--- src/rtl/uart_tx_fifo_pkg.sv ---
// Shared UART definitions: byte width, TX FIFO depth and the byte type.
// Imported by the TX FIFO and by the UART TX/RX modules.
package uart_tx_fifo_pkg;

  localparam int UART_DATA_W     = 8;
  localparam int UART_TX_FIFO_AW = 4;

  typedef logic [UART_DATA_W-1:0] uart_byte_t;

endpackage : uart_tx_fifo_pkg

--- src/rtl/uart_fifo_mem.sv ---
// FIFO storage: dual-port array with synchronous write and asynchronous read.
// The array is never reset; stale contents are masked by the FIFO's occupancy.
module uart_fifo_mem #(
  parameter int DATA_WIDTH = 8,
  parameter int ADDR_WIDTH = 4
) (
  input  logic                  clock,
  input  logic                  wr_en,
  input  logic [ADDR_WIDTH-1:0] wr_addr,
  input  logic [DATA_WIDTH-1:0] wr_data,
  input  logic [ADDR_WIDTH-1:0] rd_addr,
  output logic [DATA_WIDTH-1:0] rd_data
);

  logic [DATA_WIDTH-1:0] mem [2**ADDR_WIDTH];

  always_ff @(posedge clock) begin
    if (wr_en) begin
      mem[wr_addr] <= wr_data;
    end
  end

  assign rd_data = mem[rd_addr];

endmodule : uart_fifo_mem

--- src/rtl/uart_tx_fifo.sv ---
// Byte FIFO feeding the UART transmitter: FWFT head on tx_data, sticky
// overflow/underflow flags. Optional almost_full via UART_TX_FIFO_ALMOST_FULL_EN.
module uart_tx_fifo
  import uart_tx_fifo_pkg::*;
#(
  parameter int DATA_WIDTH = UART_DATA_W,
  parameter int ADDR_WIDTH = UART_TX_FIFO_AW
`ifdef UART_TX_FIFO_ALMOST_FULL_EN
  ,
  parameter int AF_MARGIN  = 2
`endif
) (
  input  logic                  clock,
  input  logic                  reset,
  input  logic                  wr_en,
  input  logic [DATA_WIDTH-1:0] wr_data,
  output logic                  full,
  output logic [DATA_WIDTH-1:0] tx_data,
  output logic                  tx_buf_not_empty,
  input  logic                  tx_read_buf,
  output logic [ADDR_WIDTH:0]   count,
  output logic                  overflow,
  output logic                  underflow,
`ifdef UART_TX_FIFO_ALMOST_FULL_EN
  output logic                  almost_full,
`endif
  input  logic                  err_clr
);

  localparam logic [ADDR_WIDTH:0] DEPTH = (ADDR_WIDTH+1)'(1 << ADDR_WIDTH);

  logic [ADDR_WIDTH-1:0] wr_ptr;
  logic [ADDR_WIDTH-1:0] rd_ptr;
  logic [ADDR_WIDTH:0]   count_nxt;
  logic                  push_ok;
  logic                  pop_ok;
  logic                  ovf_set;
  logic                  udf_set;

  assign full             = (count == DEPTH);
  assign tx_buf_not_empty = (count != '0);

  // A pop frees a slot in the same cycle, so a full FIFO still accepts a push.
  assign pop_ok  = tx_read_buf && tx_buf_not_empty;
  assign push_ok = wr_en && (!full || pop_ok);
  assign ovf_set = wr_en && !push_ok;
  assign udf_set = tx_read_buf && !tx_buf_not_empty;

  always_comb begin
    count_nxt = count;
    case ({push_ok, pop_ok})
      2'b10:   count_nxt = count + (ADDR_WIDTH+1)'(1);
      2'b01:   count_nxt = count - (ADDR_WIDTH+1)'(1);
      default: count_nxt = count;
    endcase
  end

  always_ff @(posedge clock) begin
    if (reset) begin
      wr_ptr    <= '0;
      rd_ptr    <= '0;
      count     <= '0;
      overflow  <= 1'b0;
      underflow <= 1'b0;
    end else begin
      if (push_ok) wr_ptr <= wr_ptr + ADDR_WIDTH'(1);
      if (pop_ok)  rd_ptr <= rd_ptr + ADDR_WIDTH'(1);
      count <= count_nxt;
      // A new error in the same cycle as err_clr keeps the flag set.
      if (ovf_set)      overflow <= 1'b1;
      else if (err_clr) overflow <= 1'b0;
      if (udf_set)      underflow <= 1'b1;
      else if (err_clr) underflow <= 1'b0;
    end
  end

`ifdef UART_TX_FIFO_ALMOST_FULL_EN
  always_ff @(posedge clock) begin
    if (reset) begin
      almost_full <= 1'b0;
    end else begin
      almost_full <= (count_nxt >= (DEPTH - (ADDR_WIDTH+1)'(AF_MARGIN)));
    end
  end
`endif

  uart_fifo_mem #(
    .DATA_WIDTH (DATA_WIDTH),
    .ADDR_WIDTH (ADDR_WIDTH)
  ) u_mem (
    .clock   (clock),
    .wr_en   (push_ok),
    .wr_addr (wr_ptr),
    .wr_data (wr_data),
    .rd_addr (rd_ptr),
    .rd_data (tx_data)
  );

endmodule : uart_tx_fifo
--- config.mk ---
export PLATFORM = sky130hd
export DESIGN_NAME = uart_tx_fifo
export DESIGN_NICKNAME = d
export VERILOG_FILES = /design/src/rtl/uart_tx_fifo_pkg.sv /design/src/rtl/uart_fifo_mem.sv /design/src/rtl/uart_tx_fifo.sv
export SDC_FILE = /design/constraint.sdc
export NUM_CORES = 1
export LEC_CHECK = 0
export BUFFER_PORTS_ARGS = -buffer_cell sky130_fd_sc_hd__buf_4
export CAP_MARGIN = 20
export CORE_MARGIN = 4
export CORE_UTILIZATION = 35
export DETAILED_ROUTE_END_ITERATION = 8
export GPL_TIMING_DRIVEN = 0
export PLACE_DENSITY = 0.6
export SLEW_MARGIN = 20
export SYNTH_ARGS = -nofsm -noshare
export SYNTH_HDL_FRONTEND = slang
export SYNTH_SLANG_ARGS = --single-unit
--- constraint.sdc ---
create_clock -name clock -period 2.7 [get_ports clock]
set_clock_uncertainty 0.05 [all_clocks]
set_input_delay 0.27 -clock clock [delete_from_list [all_inputs] [get_ports clock]]
set_output_delay 0.27 -clock clock [all_outputs]
set_load 0.02 [all_outputs]
[Yosys cells after proc, flatten, opt, wreduce, memory -nomap -nowiden]
Memory sizes are Yosys's and may differ from the RTL's. A register that Yosys moved wholly into a read port is not among the register bits.
Cells that the tools add are included.
Operators by class
  $add $sub $neg: 4
  multiply operators: 0
  divide/modulo/power cells: 0
  order comparisons: 0
  equal/unequal tests: 3
  shifts and indexed selects: 0
  multiplexer cells: 8
  bitwise logic cells: 0
  reduce and logical (&&, ||, !) cells: 12
Operator list (number)
  case mux 5 bit (2 select lines): 1
  adder 4 x 1 -> 4 bit (second input constant): 2
  2-to-1 mux 4 bit: 2
  nonzero test 2 bit: 3
  adder 5 x 1 -> 5 bit (second input constant): 1
  equality test 5 bit (second input constant): 1
  2-to-1 mux 1 bit: 5
  nonzero test 5 bit: 1
  subtractor 5 x 1 -> 5 bit (second input constant): 1
  logical AND 1 bit: 4
  logical NOT 1 bit: 3
  equality test 2 x 1 -> 1 bit (second input constant): 1
  equality test 2 bit (second input constant): 1
  logical OR 1 bit: 1
Storage, ports and cells
  register bits: 15
  bits in latches: 0
  bits in writable memories: 128
  ROM bits: 0
  input bits: 13
  output and inout port bits: 17
  word-level logic and storage cells: 33
  memories: 1
Memory list
  u_mem.mem: depth 16, bits a word 8, read ports 1, clocked after memory_dff 1, wr ports 1, line uart_fifo_mem.sv:15  | logic [DATA_WIDTH-1:0] mem [2**ADDR_WIDTH];

[Longest topological paths before layout]
  word-level depth: 7
  mapped depth: 7
  mapped depth without buffers: 7

[By module]
Synthesis repeated with hierarchy kept, for this count alone.
Unflattened totals
  cells, all modules: 324
  area total of the unflattened synthesis: 5906.9 um^2
Modules (own cells, without submodules)
  uart_fifo_mem: instances 1, cells an instance 221, area each 4987.3 um^2, seq. area each 3843.7 um^2
  uart_tx_fifo: instances 1, cells an instance 103, area each 919.6 um^2, seq. area each 300.3 um^2

[Worst setup path before layout]
Ideal clock, no wire load.
  kind: flip-flop to flip-flop
  from: reg count[0]
  to: reg count[4]
  setup time: 0.074 ns
  arrival: 2.378 ns
  required time: 2.576 ns
  slack: 0.198 ns
  cell stages (with the launch flop): 8
  buffers on the path: 0
  period minus slack after synthesis: 2.502 ns
  cell sequence: dfxtp_1 > or4_4 > o211a_1 > ha_1 > nand3_1 > and2_1 > a311o_1 > a31oi_1
On the way
  longest elaborated chain between the ends: 6
  elaborated cells on any way between the ends: 12
  classes of those cells: add/sub: 2; eq/ne: 3; mux: 1; reduce/logical: 6
Ends and longest elaborated chain
  start: declaration: line uart_tx_fifo.sv:21  | output logic [ADDR_WIDTH:0] count,
  start signal: assignment: line uart_tx_fifo.sv:68  | count <= count_nxt;
  equality test 5 bit or nonzero test 5 bit (tied branches): line uart_tx_fifo.sv:40, uart_tx_fifo.sv:41
  logical NOT 1 bit or logical AND 1 bit (tied branches): line uart_tx_fifo.sv:45, uart_tx_fifo.sv:44
  logical OR 1 bit: line uart_tx_fifo.sv:45  | assign push_ok = wr_en && (!full || pop_ok);
  logical AND 1 bit: line uart_tx_fifo.sv:45
  equality test 2 x 1 -> 1 bit or equality test 2 bit (tied branches): line uart_tx_fifo.sv:51  | case ({push_ok, pop_ok})
  case mux 5 bit (2 select lines) or nonzero test 2 bit (tied branches)
Several ways; a longest one is shown, not always the timed one.
A chain may end at the register's enable or synchronous reset.

[Worst setup path in the final report]
Ends and elaborated chain as after synthesis.

==> key figures <==
Global route
  • All-layer global routing usage: approximately an eighth
  • Vias in the first global route: 3267
  • Largest net degree at the start of global routing: 17
  • Antenna violations before repair: 0
  • First-pass GRT wire length: approximately 19 mm
  • Total gr overflow: 0

Route
  • ANT nets after route: 0
  • DRT iter0 DRCs: ~200
  • Number of remaining DRC errors: 0
  • Avg WL per Cell: roughly 20 µm
  • Final wirelength: 11.80 mm
  • Via/cell ratio: ~5.0
  • Iteration count of the initial detailed-routing pass: 4
  • Vias: approximately 3000

Timing
  • Max Freq: 388.8 MHz
  • Final hold violations: 0
  • RSZ-0062 raised after global routing: false
  • Final min period: ~2.6 ns
  • Slew Limit Fails: 0
  • Setup TNS: 0 ns
  • Worst slew margin: between 40% and 50%
  • Fin crit share: between 90% and 100%
  • Slew @ Worst Pin: between 0.7 and 0.8 ns
  • Worst hold slack: 0.08932 ns
  • # setup viols final: 0

CTS
  • Sink Count: ~150
  • CTS tree: done
  • Clock Latency Late Sink: roughly 0.41 ns
  • CTS buffer count: 17
  • Max clock buf depth: 2
  • Register clock-pin slew on the reported worst setup and hold paths: around 0.060 ns
  • CTS H-tree depth: 4
  • CTS Root Cell: clkbuf_16

Power
  • Peak VDD IR: ~0.00053 V
  • Leakage power: about 2.4 nW
  • PwrDens: a little over 900 nW/µm²
  • Tot Pwr: roughly 6.5 mW

Place
  • RePlAce Congestion: 0.7872
  • PortBufs: 27
  • Post-DP HPWL: between 7 and 8 mm
  • DP Cell Count: 571

Synthesis
  • Mapped cell area: 5922 µm²
  • Number of synthesized register bits: 147
  • Cell taking the most area after synthesis: edfxtp_1
  • Main synth FF type: edfxtp_1
  • Yosys warns: 0
  • Sequential element share of the synthesized area: 71.33%
  • Area share of the largest cell type after synthesis: approximately 65%
  • Syn_nets: between 300 and 400
  • Number of synthesized flops with an enable pin: roughly 130
  • Number of library cell types mapped by synthesis: 42
  • Top cells by area, synth: edfxtp_1 65%, mux4_2 12%, dfxtp_1 6.4%
  • Post-Syn Instances: between 300 and 400
  • Avg Inst Size Synth: about 18 µm²
  • Asr flop ratio synth: 0%

Setup path
  • Crit path DAT: ~2.9 ns
  • CP Class: flop to flop
  • Nature of the critical path endpoint: flop
  • CP max FO: 9
  • CP required: about 3 ns
  • Critical path startpoint category: flop

Hold path
  • Hold Path Class: input pin to flop

Layout
  • P&R area growth vs syn: 18.45%
  • Most common cell after layout, fill and taps aside: edfxtp_1
  • Share of layout cells above drive strength 1: about 27%
  • Non-Filler Instances: 602
  • Multi-input gate area: about 1600 µm²
  • Most frequent cells in the layout: 128 x edfxtp_1, 32 x mux4_2, 27 x buf_4, 18 x nor2_1, 18 x dfxtp_1
  • Diodes inserted: 0
  • Storage element area: 4225 µm²
  • Nets: about 390
  • Number of fill cells in the layout: between 1000 and 1500

Floorplanning
  • Initial Util: between 30% and 40%
  • IO Pins: 30
  • Num rows: between 40 and 50
  • Die height: 138.1 µm
  • CORE AREA: 16580 µm²
  • Total die area: 19060 µm²
  • Die Width: around 140 µm

Flow run
  • Max-Cap Viols: 0

Run status
  • Status: finished, final reports clean
-- worst paths after layout --
check / startpoint / endpoint / slack [ns] / cells past startpoint
min reg2reg: underflow / underflow / 0.43 / 2
max: count[0] / count[4] / 0.13 / 7
min: err_clr / underflow / 0.09 / 3
max reg2reg: count[0] / count[4] / 0.13 / 7
-- metal layers --
| metal | vias up | track usage, % | part of all wire [%] |
|---|---|---|---|
| li1 | 1400 | - | - |
| met1 | 1536 | 16.75 | 44 |
| met2 | 75 | 21.25 | 51 |
| met3 | 11 | 3.798 | 4.8 |
| met4 | 0 | 3.796 | 0.92 |
| met5 | - | 0 | 0 |
-- worst max-delay path, cell delays in order, from the launching register on --
cell     delay [ns]
dfxtp_1        0.40
or4_4          0.55
o211a_2        0.34
ha_1           0.37
nand3_1        0.13
and2_1         0.17
a311o_1        0.35
a31oi_1        0.15
-- synthesized netlist by cell type, types with 3 or more instances --
cell type  count
nor3_1         3
o211ai_1       4
dfxtp_1       19
and2_1         6
a22oi_1       16
nor2_1        18
edfxtp_1     128
ha_1           8
and4_1         4
clkbuf_1       9
mux2i_1        4
nor2b_1        3
xor2_1         5
nand2b_1       5
and3_1        10
mux4_2        32
buf_1          3
a21oi_1        3
nand2_1        9
buf_2          3
inv_1          4
-- cell families after synthesis --
| logic type | Yosys count | synth area share, % |
|---|---|---|
| xor gates and xnor gates | 7 | 1.035 |
| muxes | 36 | 12.85 |
| adders and majority gates | 9 | 2.028 |
| AOI/OAI and AO/OA | 38 | 4.944 |
| and+or+nand+nor | 67 | 6.360 |
| DFF | 147 | 71.33 |
| buffers and inverters | 20 | 1.458 |
-- through the flow --
| stage | cell area (µm²) | worst slack [ns] | utilization (%) |
|---|---|---|---|
| detailed placement | 6400 | 0.08718 | 38.59 |
| CTS | 7009 | 0.03056 | 42.27 |
| global route | 7014 | 0.004763 | 42.30 |
| finish | 7014 | 0.1281 | 42.30 |
| floorplan | 5922 | 0.1980 | - |
| global placement | 6400 | 0.1250 | 38.59 |
-- state kept, by name, summed over array words and instances (netlist names), named ones only --
name       flops
count          5
overflow       1
rd_ptr         4
u_mem.mem    128
underflow      1
wr_ptr         4
-- repair_timing --
| item | CTS | global route |
|---|---|---|
| gates cloned | 0 | 0 |
| buffers inserted | 0 | 0 |
| gates resized for setup | 9 | 3 |
| pin swaps | 0 | 0 |
| hold buffers | 0 | 0 |
| endpoints found under the setup margin | 8 | 6 |
-- report_power, final --
| part | leakage [nW] | switching [mW] | internal [mW] |
|---|---|---|---|
| Clock | 0.283 | 0.903 | 1.46 |
| Sequential | 1.31 | 0.106 | 2.57 |
| Combinational | 0.765 | 0.746 | 0.700 |
| Total | 2.36 | 1.76 | 4.72 |
-- area by class of cell --
class | instances | share of cell area (%)
Sequential cell | 147 | 60.24
Tap cell | 220 | 3.924
Clock inverter | 12 | 2.194
Timing Repair Buffer | 27 | 2.890
Clock buffer | 20 | 6.225
Buffer | 15 | 1.284
Inverter | 4 | 0.2141
Multi-Input combinational cell | 157 | 23.03
No activity file was read; power rests on OpenSTA's default activity.
